[src/rtl/trap_csr_if.sv]
// Bundles the trap report, CSR access port, interrupt inputs and the CSR/trap status
// outputs of trap_csr_unit. master drives the requests, slave is the CSR block.
interface trap_csr_if;
    logic        exception;
    logic [31:0] exception_pc;
    logic [31:0] exception_cause;
    logic        is_interrupt;
    logic        mret;
    logic        csr_en;
    logic [1:0]  csr_op;
    logic [11:0] csr_addr;
    logic [31:0] csr_wdata;
    logic        inst_retire;
    logic        irq_ext;
    logic        irq_timer;
    logic        irq_soft;
    logic [31:0] csr_rdata;
    logic        csr_illegal;
    logic [31:0] mtvec_base;
    logic [1:0]  mtvec_mode;
    logic [31:0] mepc_out;
    logic        irq_pending;
    logic [31:0] irq_cause;

    modport master (
        output exception, exception_pc, exception_cause, is_interrupt, mret,
               csr_en, csr_op, csr_addr, csr_wdata, inst_retire,
               irq_ext, irq_timer, irq_soft,
        input  csr_rdata, csr_illegal, mtvec_base, mtvec_mode, mepc_out,
               irq_pending, irq_cause
    );

    modport slave (
        input  exception, exception_pc, exception_cause, is_interrupt, mret,
               csr_en, csr_op, csr_addr, csr_wdata, inst_retire,
               irq_ext, irq_timer, irq_soft,
        output csr_rdata, csr_illegal, mtvec_base, mtvec_mode, mepc_out,
               irq_pending, irq_cause
    );
endinterface

[src/rtl/trap_csr_unit.sv]
// Machine-mode CSR file and trap state: commits trap reports, handles MRET, serves Zicsr
// accesses, runs mcycle/minstret and synchronises/prioritises machine interrupts.
module trap_csr_unit #(
    parameter logic [31:0] MTVEC_RESET = 32'h0000_0000,
    parameter logic [31:0] HART_ID     = 32'd0,
    parameter int          SYNC_STAGES = 2
) (
    input  logic       clk,
    input  logic       rst,
    trap_csr_if.slave  bus
);
    logic        r_mstatusMie;
    logic        r_mstatusMpie;
    logic [31:0] r_mie;
    logic [31:0] r_mtvec;
    logic [31:0] r_mscratch;
    logic [31:0] r_mepc;
    logic [31:0] r_mcause;
    logic [31:0] r_mtval;
    logic [63:0] r_mcycle;
    logic [63:0] r_minstret;
    logic [SYNC_STAGES-1:0] r_sync;

    logic [31:0] w_mstatus;
    logic [31:0] w_mip;
    logic [31:0] w_active;
    logic [31:0] w_rdata;
    logic [31:0] w_wval;
    logic        w_mapped;
    logic        w_readOnly;
    logic        w_illegal;
    logic        w_csrWrite;
    logic        w_irqPending;
    logic [31:0] w_irqCause;

    // MPP is hardwired to machine mode; only MIE and MPIE hold state.
    assign w_mstatus = {19'b0, 2'b11, 3'b0, r_mstatusMpie, 3'b0, r_mstatusMie, 3'b0};
    assign w_mip     = {20'b0, r_sync[SYNC_STAGES-1], 3'b0, bus.irq_timer, 3'b0, bus.irq_soft, 3'b0};
    assign w_active  = w_mip & r_mie;

    always_comb begin
        w_rdata    = 32'h0;
        w_mapped   = 1'b1;
        w_readOnly = 1'b0;
        case (bus.csr_addr)
            12'h300: w_rdata = w_mstatus;
            12'h301: w_rdata = 32'h4000_0100;
            12'h304: w_rdata = r_mie;
            12'h305: w_rdata = r_mtvec;
            12'h340: w_rdata = r_mscratch;
            12'h341: w_rdata = r_mepc;
            12'h342: w_rdata = r_mcause;
            12'h343: w_rdata = r_mtval;
            12'h344: w_rdata = w_mip;
            12'hB00: w_rdata = r_mcycle[31:0];
            12'hB80: w_rdata = r_mcycle[63:32];
            12'hB02: w_rdata = r_minstret[31:0];
            12'hB82: w_rdata = r_minstret[63:32];
            12'hC00: begin w_rdata = r_mcycle[31:0];    w_readOnly = 1'b1; end
            12'hC80: begin w_rdata = r_mcycle[63:32];   w_readOnly = 1'b1; end
            12'hC02: begin w_rdata = r_minstret[31:0];  w_readOnly = 1'b1; end
            12'hC82: begin w_rdata = r_minstret[63:32]; w_readOnly = 1'b1; end
            12'hF14: begin w_rdata = HART_ID;           w_readOnly = 1'b1; end
            default: w_mapped = 1'b0;
        endcase
    end

    always_comb begin
        w_wval = w_rdata;
        case (bus.csr_op)
            2'b01:   w_wval = bus.csr_wdata;
            2'b10:   w_wval = w_rdata | bus.csr_wdata;
            2'b11:   w_wval = w_rdata & ~bus.csr_wdata;
            default: w_wval = w_rdata;
        endcase
    end

    assign w_illegal  = bus.csr_en & (~w_mapped | (w_readOnly & (bus.csr_op != 2'b00)));
    // A trap or MRET in the same cycle wins over the CSR instruction's write.
    assign w_csrWrite = bus.csr_en & ~w_illegal & (bus.csr_op != 2'b00) & ~bus.exception & ~bus.mret;

    always_ff @(posedge clk or posedge rst) begin
        if (rst) begin
            r_mstatusMie  <= 1'b0;
            r_mstatusMpie <= 1'b0;
            r_mie         <= 32'h0;
            r_mtvec       <= MTVEC_RESET;
            r_mscratch    <= 32'h0;
            r_mepc        <= 32'h0;
            r_mcause      <= 32'h0;
            r_mtval       <= 32'h0;
        end else if (bus.exception) begin
            r_mepc        <= {bus.exception_pc[31:2], 2'b00};
            r_mcause      <= {bus.is_interrupt, bus.exception_cause[30:0]};
            r_mtval       <= 32'h0;
            r_mstatusMpie <= r_mstatusMie;
            r_mstatusMie  <= 1'b0;
        end else if (bus.mret) begin
            r_mstatusMie  <= r_mstatusMpie;
            r_mstatusMpie <= 1'b1;
        end else if (w_csrWrite) begin
            case (bus.csr_addr)
                12'h300: begin
                    r_mstatusMie  <= w_wval[3];
                    r_mstatusMpie <= w_wval[7];
                end
                12'h304: r_mie      <= w_wval & 32'h0000_0888;
                12'h305: r_mtvec    <= {w_wval[31:2], (w_wval[1] ? 2'b00 : w_wval[1:0])};
                12'h340: r_mscratch <= w_wval;
                12'h341: r_mepc     <= {w_wval[31:2], 2'b00};
                12'h342: r_mcause   <= w_wval;
                12'h343: r_mtval    <= w_wval;
                default: ;
            endcase
        end
    end

    // Writing a counter half takes the place of that counter's increment for the cycle.
    always_ff @(posedge clk or posedge rst) begin
        if (rst) begin
            r_mcycle   <= 64'h0;
            r_minstret <= 64'h0;
        end else begin
            if (w_csrWrite && bus.csr_addr == 12'hB00)
                r_mcycle[31:0] <= w_wval;
            else if (w_csrWrite && bus.csr_addr == 12'hB80)
                r_mcycle[63:32] <= w_wval;
            else
                r_mcycle <= r_mcycle + 64'd1;

            if (w_csrWrite && bus.csr_addr == 12'hB02)
                r_minstret[31:0] <= w_wval;
            else if (w_csrWrite && bus.csr_addr == 12'hB82)
                r_minstret[63:32] <= w_wval;
            else if (bus.inst_retire)
                r_minstret <= r_minstret + 64'd1;
        end
    end

    always_ff @(posedge clk or posedge rst) begin
        if (rst)
            r_sync <= '0;
        else
            r_sync <= {r_sync[SYNC_STAGES-2:0], bus.irq_ext};
    end

    always_comb begin
        w_irqPending = r_mstatusMie & (|w_active) & ~bus.exception;
        w_irqCause   = 32'h0;
        if (w_irqPending) begin
            if (w_active[11])
                w_irqCause = 32'h8000_000B;
            else if (w_active[3])
                w_irqCause = 32'h8000_0003;
            else
                w_irqCause = 32'h8000_0007;
        end
    end

    assign bus.csr_rdata   = w_rdata;
    assign bus.csr_illegal = w_illegal;
    assign bus.mtvec_base  = {r_mtvec[31:2], 2'b00};
    assign bus.mtvec_mode  = r_mtvec[1:0];
    assign bus.mepc_out    = r_mepc;
    assign bus.irq_pending = w_irqPending;
    assign bus.irq_cause   = w_irqCause;
endmodule

[src/flat_wrapper.sv]
// flat-port wrapper written by rule: the top's interface ports become plain ports
module trap_csr_unit_flat 
#(
    parameter logic [31:0] MTVEC_RESET = 32'h0000_0000,
    parameter logic [31:0] HART_ID     = 32'd0,
    parameter int          SYNC_STAGES = 2
)
  (clk, rst, bus_exception, bus_exception_pc, bus_exception_cause, bus_is_interrupt, bus_mret, bus_csr_en, bus_csr_op, bus_csr_addr, bus_csr_wdata, bus_inst_retire, bus_irq_ext, bus_irq_timer, bus_irq_soft, bus_csr_rdata, bus_csr_illegal, bus_mtvec_base, bus_mtvec_mode, bus_mepc_out, bus_irq_pending, bus_irq_cause);
  trap_csr_if bus_i ();
  input  logic clk;
  input  logic rst;
  input wire logic [$bits(bus_i.exception)-1:0] bus_exception;
  input wire logic [$bits(bus_i.exception_pc)-1:0] bus_exception_pc;
  input wire logic [$bits(bus_i.exception_cause)-1:0] bus_exception_cause;
  input wire logic [$bits(bus_i.is_interrupt)-1:0] bus_is_interrupt;
  input wire logic [$bits(bus_i.mret)-1:0] bus_mret;
  input wire logic [$bits(bus_i.csr_en)-1:0] bus_csr_en;
  input wire logic [$bits(bus_i.csr_op)-1:0] bus_csr_op;
  input wire logic [$bits(bus_i.csr_addr)-1:0] bus_csr_addr;
  input wire logic [$bits(bus_i.csr_wdata)-1:0] bus_csr_wdata;
  input wire logic [$bits(bus_i.inst_retire)-1:0] bus_inst_retire;
  input wire logic [$bits(bus_i.irq_ext)-1:0] bus_irq_ext;
  input wire logic [$bits(bus_i.irq_timer)-1:0] bus_irq_timer;
  input wire logic [$bits(bus_i.irq_soft)-1:0] bus_irq_soft;
  output wire logic [$bits(bus_i.csr_rdata)-1:0] bus_csr_rdata;
  output wire logic [$bits(bus_i.csr_illegal)-1:0] bus_csr_illegal;
  output wire logic [$bits(bus_i.mtvec_base)-1:0] bus_mtvec_base;
  output wire logic [$bits(bus_i.mtvec_mode)-1:0] bus_mtvec_mode;
  output wire logic [$bits(bus_i.mepc_out)-1:0] bus_mepc_out;
  output wire logic [$bits(bus_i.irq_pending)-1:0] bus_irq_pending;
  output wire logic [$bits(bus_i.irq_cause)-1:0] bus_irq_cause;
  assign bus_i.exception = bus_exception;
  assign bus_i.exception_pc = bus_exception_pc;
  assign bus_i.exception_cause = bus_exception_cause;
  assign bus_i.is_interrupt = bus_is_interrupt;
  assign bus_i.mret = bus_mret;
  assign bus_i.csr_en = bus_csr_en;
  assign bus_i.csr_op = bus_csr_op;
  assign bus_i.csr_addr = bus_csr_addr;
  assign bus_i.csr_wdata = bus_csr_wdata;
  assign bus_i.inst_retire = bus_inst_retire;
  assign bus_i.irq_ext = bus_irq_ext;
  assign bus_i.irq_timer = bus_irq_timer;
  assign bus_i.irq_soft = bus_irq_soft;
  assign bus_csr_rdata = bus_i.csr_rdata;
  assign bus_csr_illegal = bus_i.csr_illegal;
  assign bus_mtvec_base = bus_i.mtvec_base;
  assign bus_mtvec_mode = bus_i.mtvec_mode;
  assign bus_mepc_out = bus_i.mepc_out;
  assign bus_irq_pending = bus_i.irq_pending;
  assign bus_irq_cause = bus_i.irq_cause;
  trap_csr_unit #(.MTVEC_RESET(MTVEC_RESET), .HART_ID(HART_ID), .SYNC_STAGES(SYNC_STAGES)) u_core (.clk(clk), .rst(rst), .bus(bus_i));
endmodule
[config.mk]
export PLATFORM = sky130hd
export DESIGN_NAME = trap_csr_unit_flat
export DESIGN_NICKNAME = d
export VERILOG_FILES = /design/src/rtl/trap_csr_if.sv /design/src/rtl/trap_csr_unit.sv /design/src/flat_wrapper.sv
export SDC_FILE = /design/constraint.sdc
export NUM_CORES = 1
export LEC_CHECK = 0
export CELL_PAD_IN_SITES_DETAIL_PLACEMENT = 0
export CELL_PAD_IN_SITES_GLOBAL_PLACEMENT = 1
export CORE_MARGIN = 1
export CORE_UTILIZATION = 42
export DETAILED_ROUTE_END_ITERATION = 12
export GPL_TIMING_DRIVEN = 0
export PLACE_DENSITY_LB_ADDON = 0.08
export SKIP_LAST_GASP = 1
export SYNTH_ARGS = -nofsm -noshare
export SYNTH_HDL_FRONTEND = slang
export SYNTH_SLANG_ARGS = --single-unit
export TNS_END_PERCENT = 20
[constraint.sdc]
create_clock -name clk -period 12.1 [get_ports clk]
set_clock_uncertainty 0.15 [all_clocks]
set_input_delay 1.21 -clock clk [delete_from_list [all_inputs] [get_ports clk]]
set_output_delay 1.21 -clock clk [all_outputs]
set_load 0.005 [all_outputs]
==> out/metrics.cfg <==
[status]
status = complete, but fails checks
violations = max-slew violations

[global_route]
first_global_vias = 20000
grt_max_degree = 115
grt_usage_pct = 44.5
antenna_found_initial = 9
grt_pass1_wl_mm = 147
overflow = 0

[flow_run]
drv_cap = 0

[clocking]
cts-resized-gates = 0
clock_path_buffers = 3
hold_buffers = 0
h-tree-depth = 2
cts.clk_slew.worst_paths_ns = 0.06
cts_buffers = 37
ctsRootBufferMaster = clkbuf_16
clk_latency_ns = 0.60
cts_setup_buffers = 0
cts_sinks = 292
cts_tree = done

[power_and_ir_drop]
power.internal_uw = 1780
totalPowerFinal_uw = 2570
power_density_mw_per_mm2 = 110
comb_power_share_pct = 14.7
leakage_uw = 0.00945
pwr-share-seq_pct = 41.9
switching_share_pct = 30.5
p_switching_uw = 782
peakVddDrop_uv = 77.8
p_clk_share_pct = 43.3

[floorplan]
dieHeight_um = 214
io_pins = 252
die_x_um = 214
die-area_sq_mm = 0.0459
start_util_pct = 42.7
core_sq_mm = 0.0443
num_rows = 77

[detailed_routing]
wl_per_cell_um = 32.9
top_layer = met5
dr.pass1.iters = 6
met3_length_mm = 13.5
vias_per_cell = 6.89
drc = 0
vias = 21800
wl_met2_mm = 43.6
met1_length_mm = 40.6
first_iter_violations = 3478
totalWireLength_mm = 104
postRouteAntennaNets = 0

[timing]
slew_headroom_pct = -4.31
hold_viol_final = 0
min_period_ns = 7.01
drv_slew = 18
fin_ws_ns = 5.09
worst_pin_slew_ns = 1.56
grt_setup_unrepaired = no
finalCritPeriodShare_pct = 57.9
max_freq_ghz = 0.143
setup_viol = 0

[place]
gp_congestion = 1.07
dpl.hpwl_mm = 79.2
dpl.cell_count = 3089
dp_slack_ns = 5.30
port_buffers = 209

[yosys]
yosys_warnings = 0
synthFlopType = dfrtp_1
ys_seq_area_share_pct = 38.6
synth_cells = 2243
synth-seq-cells = 292
yosysUniqueCellTypes = 98
avgSynthCellArea_sq_um = 8.44
synth-async-reset-ratio_pct = 100
synth_area_sq_mm = 0.0189
synth_edf_count = 0

[layout]
area_growth_syn_to_layout_pct = 23.1
layout.cells.non_filler = 3159
nets = 2659
drive_gt1_share_pct = 9.64

[hold_path]
hp-class = register to register

[setup_path]
cp_data_arrival_time_ns = 5.65
end_kind = output port
worst_setup_path_start_kind = input pin
rrSetupSlack_ns = 8.38
critPathRequiredTime_ns = 10.74
crit_type = input pin to output port
crit_path_max_fanout = 10

[cell families (layout without fill, tap and decap cells)]
| group | count (synthesis) | in the layout | synth area share, % |
|---|---|---|---|
| and+or+nand+nor | 818 | 818 | 22.4 |
| buffers and inverters | 253 | 542 | 6.27 |
| xor gates and xnor gates | 10 | 10 | 0.463 |
| adders and majority gates | 2 | 2 | 0.132 |
| muxes | 82 | 82 | 4.59 |
| AOI/OAI and AO/OA | 785 | 785 | 27.5 |
| DFF | 292 | 292 | 38.6 |
| other | 1 | 36 | 0.0198 |
[critical path: stages]
cell and delay [ns]:
clkdlybuf4s50_1 0.49, buf_2 0.32, buf_2 0.37, buf_2 0.42, buf_1 0.83, mux2i_1 0.58, o22ai_1 0.24, a311oi_1 0.28
o21ai_0 0.34, clkdlybuf4s50_1 0.55
[cells in the mapped netlist (all sizes together), types with 52 or more instances]
cell      n  share of area, %
nor3     63               1.7
nand3   108               2.9
dfrtp   292                39
clkbuf  124               2.5
a21oi   164               4.3
nand4    52               1.8
o21ai   273               7.2
mux2i    53               2.8
and3     93               3.1
buf      99               3.2
nand2   254               5.0
nor2    110               2.2
[flip-flops by register name, summed over array words and instances, names as in the netlist]
register	flops
u_core.r_mcause	32
u_core.r_mtval	32
u_core.r_mstatusMpie	1
u_core.r_mstatusMie	1
u_core.r_minstret	64
u_core.bus.mepc_out	30
u_core.r_mie	3
u_core.r_mtvec	31
u_core.r_mscratch	32
u_core.r_sync	2
u_core.r_mcycle	64
[placed cells by master, fill, tap and decap left out, types with 10 or more instances in the layout]
cell and instances:
dfrtp_1 292, nand2_1 254, o21ai_0 253, clkdlybuf4s50_1 209, a21oi_1 164, clkbuf_1 134, nor2_1 109, nand3_1 108
and3_1 92, nor3_1 62, mux2i_1 53, nand4_1 50, buf_2 49, buf_4 43, a22oi_1 43, clkbuf_16 38
conb_1 32, a211oi_1 30, inv_1 28, mux2_2 28, o22ai_1 25, nor4_1 24, o211ai_1 22, o221ai_1 20
o211a_1 19, o21ai_1 18, a31oi_1 18, a21o_1 15, and4_1 15, or3_1 14, and2_1 11, o2111ai_1 11
nor3b_1 10, a222oi_1 10, a221oi_2 10
[path summary, 6_finish.rpt]
check | startpoint | cells after the start | endpoint
hold / removal | u_core.r_sync[0] | 0 | u_core.r_sync[1]
max in group asynchronous | rst | 3 | u_core.bus.mepc_out[25]
setup / recovery | bus_csr_addr[7] | 10 | bus_csr_rdata[28]
setup reg to reg | u_core.r_mcycle[20] | 7 | u_core.r_minstret[52]
hold reg to reg | u_core.r_sync[0] | 0 | u_core.r_sync[1]
min in group asynchronous | rst | 2 | u_core.r_mcycle[35]
[area by class of cell]
cell class                      instances  area, sq um
Tap cell                              592          741
Sequential cell                       292         7310
Antenna cell                            4         10.0
Timing Repair Buffer                  224         2280
Inverter                               30          120
Clock buffer                           56         1090
Fill cell                            4235        21000
Multi-Input combinational cell       1729        10600
Buffer                                223         1070
Clock inverter                          9         78.8
[metal layers]
layer  up-vias  GRT usage [%]
met2      1674           64.4
met3       355           12.7
met5         -              0
met1     10700           59.9
li1       9049              -
met4         4           23.7
[per-stage QoR]
step / setup TNS (ns) / utilization, % / hold WS, ns / area [sq um]
2_1_floorplan: 0 / - / 0.181 / 19100
3_5_place_dp: 0 / 49.9 / 0.189 / 22100
6_report: 0 / 52.6 / 0.204 / 23300
4_1_cts: 0 / 52.6 / 0.210 / 23300
5_1_grt: 0 / 52.6 / 0.219 / 23300
3_3_place_gp: -466.26 / 49.4 / 0.194 / 21900
[power groups by stage]
stage,Clock (uW),Sequential [uW],Combinational [uW]
after detailed placement,0,1090,363
final,1110,1080,377
after global routing,1140,1080,392
after CTS,1110,1070,364
after global placement,0,1090,349
after floorplan,0,1070,180
Note: power is estimated with default switching activity, not from simulation.
